--- src/rtl/fifo_pkg.sv ---
// Shared defaults and pointer sizing for the synchronous FIFO family.
package fifo_pkg;

  localparam int DEFAULT_DATA_W = 8;
  localparam int DEFAULT_DEPTH  = 8;

  // Pointer carries one extra wrap bit above the memory address bits.
  function automatic int ptr_w(input int depth);
    return $clog2(depth) + 1;
  endfunction

endpackage

--- src/rtl/fifo_ram.sv ---
// DEPTH x DATA_W storage: one synchronous write port and one read port that is
// either registered (standard mode) or combinational (first-word-fall-through).
module fifo_ram #(
  parameter int DATA_W = 8,
  parameter int DEPTH  = 8,
  parameter int FWFT   = 0
) (
  input  logic                     clk,
  input  logic                     rst_n,
  input  logic                     we,
  input  logic [$clog2(DEPTH)-1:0] waddr,
  input  logic [DATA_W-1:0]        wdata,
  input  logic                     rd_en,
  input  logic [$clog2(DEPTH)-1:0] raddr,
  output logic [DATA_W-1:0]        rdata
);

  logic [DATA_W-1:0] mem [DEPTH];

  always_ff @(posedge clk) begin
    if (we) begin
      mem[waddr] <= wdata;
    end
  end

  // rd_en is a load strobe in standard mode and a head-valid qualifier in
  // FWFT mode; gating keeps stale or never-written words off rdata.
  if (FWFT != 0) begin : g_fwft
    assign rdata = (rst_n && rd_en) ? mem[raddr] : '0;
  end else begin : g_std
    always_ff @(posedge clk or negedge rst_n) begin
      if (!rst_n) begin
        rdata <= '0;
      end else if (rd_en) begin
        rdata <= mem[raddr];
      end
    end
  end

endmodule

--- src/rtl/param_sync_fifo.sv ---
// Single-clock parameterised FIFO: pointer/flag logic here, storage in fifo_ram.
module param_sync_fifo
  import fifo_pkg::*;
#(
  parameter int DATA_W    = DEFAULT_DATA_W,
  parameter int DEPTH     = DEFAULT_DEPTH,
  parameter int AF_THRESH = DEPTH - 2,
  parameter int AE_THRESH = 2,
  parameter int FWFT      = 0
) (
  input  logic                      clk,
  input  logic                      rst_n,
  input  logic                      winc,
  input  logic [DATA_W-1:0]         w_data,
  input  logic                      rinc,
  input  logic                      clr_err,
  output logic [DATA_W-1:0]         rdata,
  output logic                      wfull,
  output logic                      rempty,
  output logic                      almost_full,
  output logic                      almost_empty,
  output logic [ptr_w(DEPTH)-1:0]   count,
  output logic                      overflow,
  output logic                      underflow
);

  localparam int PTR_W = ptr_w(DEPTH);
  localparam int AW    = PTR_W - 1;
  localparam logic [PTR_W-1:0] FULL_CNT = PTR_W'(DEPTH);
  localparam logic [PTR_W-1:0] AF_T     = PTR_W'(AF_THRESH);
  localparam logic [PTR_W-1:0] AE_T     = PTR_W'(AE_THRESH);

  logic [PTR_W-1:0] wptr, rptr;
  logic [PTR_W-1:0] wptr_nxt, rptr_nxt, count_nxt;
  logic             w_acc, r_acc;

  // Handshake: winc/rinc are single-cycle requests sampled on the rising edge.
  // A request is accepted only when the registered wfull/rempty flag permits it
  // that cycle; a refused request changes nothing except the sticky error flag.
  assign w_acc = winc & ~wfull;
  assign r_acc = rinc & ~rempty;

  assign wptr_nxt  = w_acc ? wptr + PTR_W'(1) : wptr;
  assign rptr_nxt  = r_acc ? rptr + PTR_W'(1) : rptr;
  assign count_nxt = wptr_nxt - rptr_nxt;

  always_ff @(posedge clk or negedge rst_n) begin
    if (!rst_n) begin
      wptr         <= '0;
      rptr         <= '0;
      count        <= '0;
      rempty       <= 1'b1;
      wfull        <= 1'b0;
      almost_full  <= 1'b0;
      almost_empty <= 1'b1;
      overflow     <= 1'b0;
      underflow    <= 1'b0;
    end else begin
      wptr         <= wptr_nxt;
      rptr         <= rptr_nxt;
      count        <= count_nxt;
      rempty       <= (count_nxt == '0);
      wfull        <= (count_nxt == FULL_CNT);
      almost_full  <= (count_nxt >= AF_T);
      almost_empty <= (count_nxt <= AE_T);
      // Setting wins over clr_err in the same cycle.
      overflow     <= (winc & wfull) | (overflow & ~clr_err);
      underflow    <= (rinc & rempty) | (underflow & ~clr_err);
    end
  end

  fifo_ram #(
    .DATA_W (DATA_W),
    .DEPTH  (DEPTH),
    .FWFT   (FWFT)
  ) u_ram (
    .clk    (clk),
    .rst_n  (rst_n),
    .we     (w_acc),
    .waddr  (wptr[AW-1:0]),
    .wdata  (w_data),
    .rd_en  ((FWFT != 0) ? ~rempty : r_acc),
    .raddr  (rptr[AW-1:0]),
    .rdata  (rdata)
  );

endmodule

--- config.mk ---
export PLATFORM = sky130hd
export DESIGN_NAME = param_sync_fifo
export DESIGN_NICKNAME = d
export VERILOG_FILES = /design/src/rtl/fifo_pkg.sv /design/src/rtl/fifo_ram.sv /design/src/rtl/param_sync_fifo.sv
export SDC_FILE = /design/constraint.sdc
export NUM_CORES = 1
export LEC_CHECK = 0
export BUFFER_PORTS_ARGS = -buffer_cell sky130_fd_sc_hd__buf_4
export CAP_MARGIN = 20
export CORE_UTILIZATION = 55
export DETAILED_ROUTE_END_ITERATION = 10
export GPL_ROUTABILITY_DRIVEN = 1
export GPL_TIMING_DRIVEN = 0
export PLACE_DENSITY_LB_ADDON = 0.15
export SYNTH_ARGS = -nofsm -noshare
export SYNTH_HDL_FRONTEND = slang
export SYNTH_SLANG_ARGS = --single-unit
--- constraint.sdc ---
create_clock -name clk -period 3.3 [get_ports clk]
set_input_delay 0.165 -clock clk [delete_from_list [all_inputs] [get_ports clk]]
set_output_delay 0.165 -clock clk [all_outputs]
set_load 0.01 [all_outputs]
Word level (Yosys, flattened, before mapping)

Memories as Yosys holds them, arrays and structs flattened. A register that Yosys moved wholly into a read port is not among the register bits.
Index checks and enable logic that the tools add are counted.

Flip-flop bits (word level): 18
Bits in writable memories: 64
Output and inout bits: 18
Logic and storage cells: 33
Memories: 1

$add $sub $neg: 3
Magnitude comparators: 2
Equal/unequal tests: 1
Mux-type cells: 4
Bitwise gates (word level): 11
Reduce and logical (&&, ||, !) cells: 2

Memory list:

| memory    | words | bits a word | read ports | clocked after memory_dff | wr ports | RTL line       | RTL |
|---|---|---|---|---|---|---|---|
| u_ram.mem | 8     | 8           | 1          | 1                        | 1        | fifo_ram.sv:18 | `logic [DATA_W-1:0] mem [DEPTH];` |

Operators by type and width:

| cell                  | count |
|---|---|
| $add A4 B1 Y4 const B | 2 |
| $mux W4               | 2 |
| $and A1 B1 Y1         | 6 |
| $eq A4 B4 Y1 const B  | 1 |
| $ge A4 B3 Y1 const B  | 1 |
| $le A4 B2 Y1 const B  | 1 |
| $logic_not A4 Y1      | 1 |
| $sub A4 B4 Y4         | 1 |
| $not A1 Y1            | 3 |
| $mux W1               | 2 |
| $or A1 B1 Y1          | 2 |
| $logic_not A1 Y1      | 1 |

Longest topological paths before layout

Gate-level depths: netlist of run 1.

Word-level depth: 5
Gate-level depth with buffers: 9
Depth with buffers taken out: 9

By module

From an unflattened synthesis of run 1, not the netlist that was laid out.

Cells, all modules: 232
Area total of the unflattened synthesis: 3689.8 um^2

By module, submodules not included:

| module          | times used | cells an instance | area an instance (um^2) | sequential area each (um^2) |
|---|---|---|---|---|
| fifo_ram        | 1          | 169               | 2861.5                  | 2122.0 |
| param_sync_fifo | 1          | 63                | 828.3                   | 452.9 |

Worst setup path after synthesis of run 1

Ideal clock, no wire load.

Path type: flip-flop to flip-flop
Start: register rempty
End: register almost_full
Arrival: 2.189 ns
Path slack: 0.993 ns
Stages on the path, launching flop included: 10
Buffers on the path: 2
Period minus slack after synthesis: 2.307 ns
Path through: dfstp_2 > nand2b_1 > buf_6 > clkbuf_1 > xnor2_1 > ha_1 > fa_1 > xor2_1 > inv_1 > a21o_1

Word-level cells in the longest chain between the ends: 5

Ends and longest elaborated chain:

| what                   | RTL line              | RTL |
|---|---|---|
| start, declared        | param_sync_fifo.sv:19 | `output logic rempty,` |
| start signal, assigned | param_sync_fifo.sv:62 | `rempty <= (count_nxt == '0);` |
| $not A1 Y1             | -                     |  |
| $and A1 B1 Y1          | param_sync_fifo.sv:41 | `assign r_acc = rinc & ~rempty;` |
| $mux W4                | param_sync_fifo.sv:44 | `assign rptr_nxt = r_acc ? rptr + PTR_W'(1) : rptr;` |
| via rptr_nxt[0]        | param_sync_fifo.sv:34 | `logic [PTR_W-1:0] wptr_nxt, rptr_nxt, count_nxt;` |
| $sub A4 B4 Y4          | param_sync_fifo.sv:45 | `assign count_nxt = wptr_nxt - rptr_nxt;` |
| via count_nxt[2]       | param_sync_fifo.sv:34 |  |
| $ge A4 B3 Y1           | param_sync_fifo.sv:64 | `almost_full <= (count_nxt >= AF_T);` |
| end signal, assigned   | param_sync_fifo.sv:64 |  |
| end, declared          | param_sync_fifo.sv:20 | `output logic almost_full,` |

The timed path passes the listed nets, and every way through them passes these cells.

Worst setup path after layout of run 1

Start: register rptr[1]
End: register almost_empty

Word-level cells in the longest chain between the ends: 4

Ends and longest elaborated chain:

| what                   | RTL line              | RTL |
|---|---|---|
| start, declared        | param_sync_fifo.sv:33 | `logic [PTR_W-1:0] wptr, rptr;` |
| start signal, assigned | param_sync_fifo.sv:60 | `rptr <= rptr_nxt;` |
| $add A4 B1 Y4          | param_sync_fifo.sv:44 |  |
| $mux W4 (*)            | param_sync_fifo.sv:44 |  |
| $sub A4 B4 Y4 (*)      | param_sync_fifo.sv:45 |  |
| via count_nxt[3]       | param_sync_fifo.sv:34 |  |
| $le A4 B2 Y1 (*)       | param_sync_fifo.sv:65 | `almost_empty <= (count_nxt <= AE_T);` |
| end signal, assigned   | param_sync_fifo.sv:65 |  |
| end, declared          | param_sync_fifo.sv:21 | `output logic almost_empty,` |

Mark *: on every way through the listed nets, which the timed path passes. The rest lies on a longest branch.

==> results_dict.tcl, run 1 <==
set metrics [dict create \
    synth-xor-area-share_pct 2.63 \
    clkSinkCount 90 \
    min_path_type "in -> reg" \
    wl_per_cell_um 20.8 \
    pin_count 31 \
    wl_mm 6.56 \
    fillers 403 \
    critPathBufInv 2 \
    critPathRequiredTime_ns 3.56 \
    cts_tree "done" \
    crit_fanout 10 \
    synth_edf_count 64 \
    ant_nets 0 \
    holdWs_ns 0.0287 \
    cts_setup_buffers 0 \
    diodes 0 \
    grt_first_pass_wirelength_mm 9.94 \
    num_rows 28 \
    cts_buffers 9 \
    regToRegSetupSlack_ns 0.51 \
    endpoint_kind "flop" \
    clk_pin_slew_worst_paths_ns 0.09 \
    maxCapViolCount 0 \
    power.switching_mw 1.35 \
    routed_via_density 5.70 \
    syn2layout_area_growth_pct 15.5 \
    cp_top_family "buffers and inverters" \
    worstPathArrival_ns 3.05 \
    drc_errors 0 \
    crit_slowest_cell "buf_1" \
    powerDensity_mw_per_mm2 956 \
    drive_above_1_share_pct 32.4 \
    timing.final.crit_share_pct 84.4 \
    synth-async-reset-ratio_pct 28.9 \
    leakagePower_nw 1.57 \
    synth_cell_type_count 36 \
    vdd_drop_max_mv 0.625 \
    ys.flop_type "edfxtp_1" \
    synth_top_family_by_area "multiplexers" \
    fmax_mhz 359 \
    synth_nets 212 \
    fin_tns_setup_ns 0 \
    finalPower_mw 3.94 \
    grt.total_usage_pct 22.4 \
    switching_share_pct 34.1 \
    synthMuxAreaShare_pct 12.9 \
    slowest_delay_ns 0.60 \
    hold_viol_final 0 \
    ys_seq_elements 90 \
    synth.avg_cell_area_um2 18.5 \
    die_h_um 82.6 \
    synth_compound_area_share_pct 2.10 \
    slew_viol_final 0 \
    core_area_mm2 0.00610 \
    postSynthCellCount 193 \
    nNetsFinal 255 \
    p_seq_share_pct 41.1 \
    die_x_um 82.6 \
    multiInputGateArea_um2 923 \
    clock-skew-final_ns 0.00859 \
    dpl.hpwl_mm 4.25 \
    io_buffers 30 \
    vias 1800 \
    synthAdderAreaFrac_pct 2.31 \
    synth_warnings 0 \
    register_area_mm2 0.00257 \
    outcome "complete, no violations" \
    cts-root-buf "clkbuf_8" \
    htree_num_levels 3 \
    critPathKind "reg -> reg" \
    ctsResizeCount 0 \
    antenna_found_initial 0 \
    power.internal_mw 2.60 \
    path_cells "buf_2, buf_1, mux2i_1, ha_1, nand2_1, o21ai_0, xor3_2, a211oi_1" \
    grt_pass1_vias 1864 \
    netlist_area_mm2 0.00357 \
    yosys.area_share.simple_pct 5.61 \
    start_kind "flop" \
    cts_max_path_buffers 2 \
    clockPowerShare_pct 19.5 \
    firstDrtPassIters 4 \
    rsz0062_at_grt "no" \
    min_period_ns 2.79 \
    die-area_mm2 0.00682 \
    drt-initial-drc-count 163 \
    layout_commonest_cell "edfxtp_1" \
    clock_latency_ns 0.36 \
    max_slew_margin_pct 33.8 \
    mostFrequentLayoutCells "edfxtp_1 (64), buf_4 (32), dfrtp_1 (24)" \
    setup_viol_count_final 0 \
    yosysSeqAreaShare_pct 72.1 \
    grt_max_degree 27 \
    globalplace.congestion 0.791 \
    pre_cts_slack_ns 0.502 \
    overflow 0 \
    comb_power_share_pct 39.4 \
    initial_utilization_pct 58.6 \
    setup_ws_ns 0.515 \
    tightest_slew_ns 0.990 \
]
## stage by stage
| step | instances | utilization, % | instance area (um2) |
|---|---|---|---|
| global placement | 298 | 63.8 | 3890 |
| CTS | 316 | 67.7 | 4120 |
| global route | 316 | 67.7 | 4120 |
| floorplan | 193 | - | 3570 |
| finish | 316 | 67.7 | 4120 |
| detailed placement | 298 | 64.0 | 3900 |
## registers in the layout (all words and copies together), names as in the netlist, named ones only
name,count
count,4
overflow,1
wfull,1
rptr,3
u_ram.mem,64
almost_empty,1
underflow,1
almost_full,1
wptr,4
u_ram.rdata,8
rempty,1
## power by group through the flow
stage,logic (mW),registers [mW],clock network (mW)
after global placement,1.49,1.62,0
after CTS,1.57,1.63,0.770
after global routing,1.71,1.65,0.818
final,1.55,1.62,0.769
after floorplan,1.05,1.66,0
after detailed placement,1.56,1.65,0
## synth_stat cells, drive strengths merged (3+ instances only)
master	n	area (um2)
xnor2	4	35.0
mux4	16	360
ha	5	62.6
dfrtp	24	601
edfxtp	64	1920
o21ai	11	55.1
inv	10	37.5
nand2	13	56.3
nand2b	4	27.5
nor2	7	41.3
mux2i	9	90.1
xor2	3	33.8
buf	6	40.0
## final timing paths
check | from | end | cells past startpoint
max in group asynchronous | rst_n | almost_empty$_DFF_PN1_ | 2
min in group asynchronous | rst_n | count[0]$_DFF_PN0_ | 2
hold reg to reg | u_ram.rdata[1]$_DFFE_PN0N_ | u_ram.rdata[1]$_DFFE_PN0N_ | 2
setup / recovery | rptr[1]$_DFF_PN0_ | almost_empty$_DFF_PN1_ | 8
setup reg to reg | rptr[1]$_DFF_PN0_ | almost_empty$_DFF_PN1_ | 8
hold / removal | w_data[6] | u_ram.mem[6][6]$_DFFE_PP_ | 1
## repair_timing
action,4_1_cts,5_1_grt
setup endpoints to repair,0,0
hold buffers,2,0
endpoints found under the hold margin,27,0
## final cells by class
type	count	area share, %
Sequential cell	90	62.4
Timing Repair Buffer	32	5.95
Buffer	7	1.06
Clock buffer	12	3.76
Tap cell	75	2.28
Multi-Input combinational cell	86	22.4
Clock inverter	4	1.21
Inverter	10	0.910
## metal layers
metal  GRT usage (%)  up-vias  part of all wire (%)  wire, um
met5               0        -                     0         0
met4            12.4        0                   2.3       149
met3            4.51       12                   4.6       304
met2            36.4       56                    50      3310
met1            28.3      924                    43      2800
li1                -      808                     -         -
## logic make-up (layout without fill, tap and decap cells)
logic type / after synthesis / count (layout)
multiplexers: 26 / 26
flip-flops: 90 / 90
buffers and inverters: 17 / 65
adder cells (fa/ha/maj): 6 / 6
AO/OA/AOI/OAI: 14 / 14
XOR/XNOR: 8 / 8
AND/OR/NAND/NOR: 32 / 32
Note: power is estimated with default switching activity, not from simulation.
==> run 2: changes to the inputs <==
==> constraint.sdc (replaced) <==
create_clock -name clk -period 2.6 [get_ports clk]
set_input_delay 0.13 -clock clk [delete_from_list [all_inputs] [get_ports clk]]
set_output_delay 0.13 -clock clk [all_outputs]
set_load 0.01 [all_outputs]
==> run 2 against run 1 <==
Against the previous run: sequential share of layout area fell by 0.37 points; count of clock-buffer cells in the layout stayed put; combinational power rose by 26%; largest cell class unchanged.
==> results_dict.tcl, run 2 (synthesis gave the netlist of run 1 again) <==
set metrics [dict create \
    tightest_slew_ns 1.09 \
    hold_viol_final 0 \
    timing.final.crit_share_pct 92.7 \
    clock-skew-final_ns 0.00865 \
    worst_path_most_repeated_cell "ha_1" \
    critPathBufInv 0 \
    cts_tree "done" \
    grt_pass1_vias 1862 \
    io_buffers 30 \
    htree_num_levels 3 \
    routed_via_density 5.63 \
    clock_latency_ns 0.35 \
    critPathRequiredTime_ns 2.86 \
    max_slew_margin_pct 27.3 \
    power.internal_mw 3.30 \
    dpl.hpwl_mm 4.25 \
    regToRegSetupSlack_ns 0.19 \
    clk_pin_slew_worst_paths_ns 0.08 \
    post-route-util_pct 68.1 \
    initial_utilization_pct 58.6 \
    clkSinkCount 90 \
    r2r_cells 7 \
    top_register "u_ram.mem" \
    slew_viol_final 0 \
    vias 1784 \
    rsz0062_at_grt "no" \
    endpoint_kind "flop" \
    r2r_end "almost_empty$_DFF_PN1_" \
    die-area_mm2 0.00682 \
    cp_num_cells 7 \
    crit_fanout 5 \
    drt-initial-drc-count 157 \
    path_cells "ha_1, mux2_1, ha_1, nand2_1, o21ai_0, xor3_2, a211oi_1" \
    pin_count 31 \
    cts_max_path_buffers 2 \
    crit_slowest_cell "dfrtp_1" \
    cp_top_family "adder cells" \
    worstPathArrival_ns 2.67 \
    cts_buffers 9 \
    powerDensity_mw_per_mm2 1200 \
    firstDrtPassIters 4 \
    leakagePower_nw 1.58 \
    core_area_mm2 0.00610 \
    drive_above_1_share_pct 33.1 \
    cp-endpoint "almost_empty$_DFF_PN1_" \
    regToRegStartpoint "wptr[0]$_DFF_PN0_" \
    start_kind "flop" \
    diodes 0 \
    grt_first_pass_wirelength_mm 9.65 \
    num_rows 28 \
    overflow 0 \
    cts-root-buf "clkbuf_8" \
    pre_cts_slack_ns -0.198 \
    power.switching_mw 1.68 \
    fmax_mhz 415 \
    syn2layout_area_growth_pct 16.3 \
    reg.largest.list "u_ram.mem: 64 flops, u_ram.rdata: 8 flops" \
    switching_share_pct 33.8 \
    comb_power_share_pct 39.1 \
    cts_setup_buffers 0 \
    die_h_um 82.6 \
    die_x_um 82.6 \
    maxCapViolCount 0 \
    antenna_found_initial 0 \
    setup_viol_count_final 0 \
    largest_reg_flops 64 \
    min_path_type "in -> reg" \
    wl_per_cell_um 19.9 \
    ant_nets 0 \
    wl_mm 6.30 \
    clockPowerShare_pct 19.5 \
    layout_commonest_cell "edfxtp_1" \
    mostFrequentLayoutCells "edfxtp_1 (64), buf_4 (32), dfrtp_1 (23)" \
    vdd_drop_max_mv 0.850 \
    p_seq_share_pct 41.4 \
    globalplace.congestion 0.791 \
    crit_start "wptr[0]$_DFF_PN0_" \
    min_period_ns 2.41 \
    slowest_delay_ns 0.45 \
    outcome "complete, no violations" \
    min_from "w_data[5]" \
    drc_errors 0 \
    critPathKind "reg -> reg" \
    grt.total_usage_pct 21.6 \
    grt_max_degree 27 \
    setup_ws_ns 0.189 \
    nNetsFinal 256 \
]
## run 2: repair_timing
action / CTS / global route
hold endpoints to repair: 51 / 0
endpoints found under the setup margin: 4 / 3
hold buffers: 5 / 0
gates resized for setup: 0 / 2
## run 2: how the worst min path moves through the flow
stage                           endpoint  slack (ns)  cells after the start
5_1_grt        u_ram.mem[7][2]$_DFFE_PP_       0.002                      1
6_report       u_ram.mem[7][5]$_DFFE_PP_        0.01                      1
3_3_place_gp         underflow$_DFF_PN0_        0.05                      1
3_5_place_dp          overflow$_DFF_PN0_        0.06                      1
4_1_cts        u_ram.mem[7][2]$_DFFE_PP_      0.0001                      1
2_1_floorplan                  async pin       -0.17                      0
## run 2: metal layers
layer	vias to the layer above	track usage [%]	share of wire (%)
met1	910	26.5	43
li1	808	-	-
met3	16	4.73	4.2
met4	0	12.2	2.8
met2	50	35.5	50
met5	-	0	0
## run 2: stage by stage
step	total power, mW	setup TNS (ns)	cell area, um2	hold slack [ns]	std cells
CTS	5.02	0	4150	0.000112	317
finish	4.98	0	4150	0.0106	317
detailed placement	4.08	-0.621	3900	0.0600	298
floorplan	3.44	0	3570	-0.166	193
global route	5.29	0	4150	0.00213	317
global placement	3.95	-0.330	3890	0.0479	298
## run 2: layout make-up
type                    instances  area (um2)
clock inverters                 4        50.0
flip-flops and latches         90        2580
multi-input cells              86         926
repair buffers                 35         275
fillers                       397        1950
inverters                      10        37.5
clock buffers                  12         155
plain buffers                   5        36.3
well taps                      75        93.8
## run 2: power groups by stage
| stage | clock (mW) | combinational, mW | sequential [mW] |
|---|---|---|---|
| finish | 0.971 | 1.95 | 2.06 |
| global route | 1.04 | 2.15 | 2.10 |
| CTS | 0.977 | 1.98 | 2.06 |
| global placement | 0 | 1.89 | 2.06 |
| detailed placement | 0 | 1.98 | 2.09 |
| floorplan | 0 | 1.33 | 2.11 |
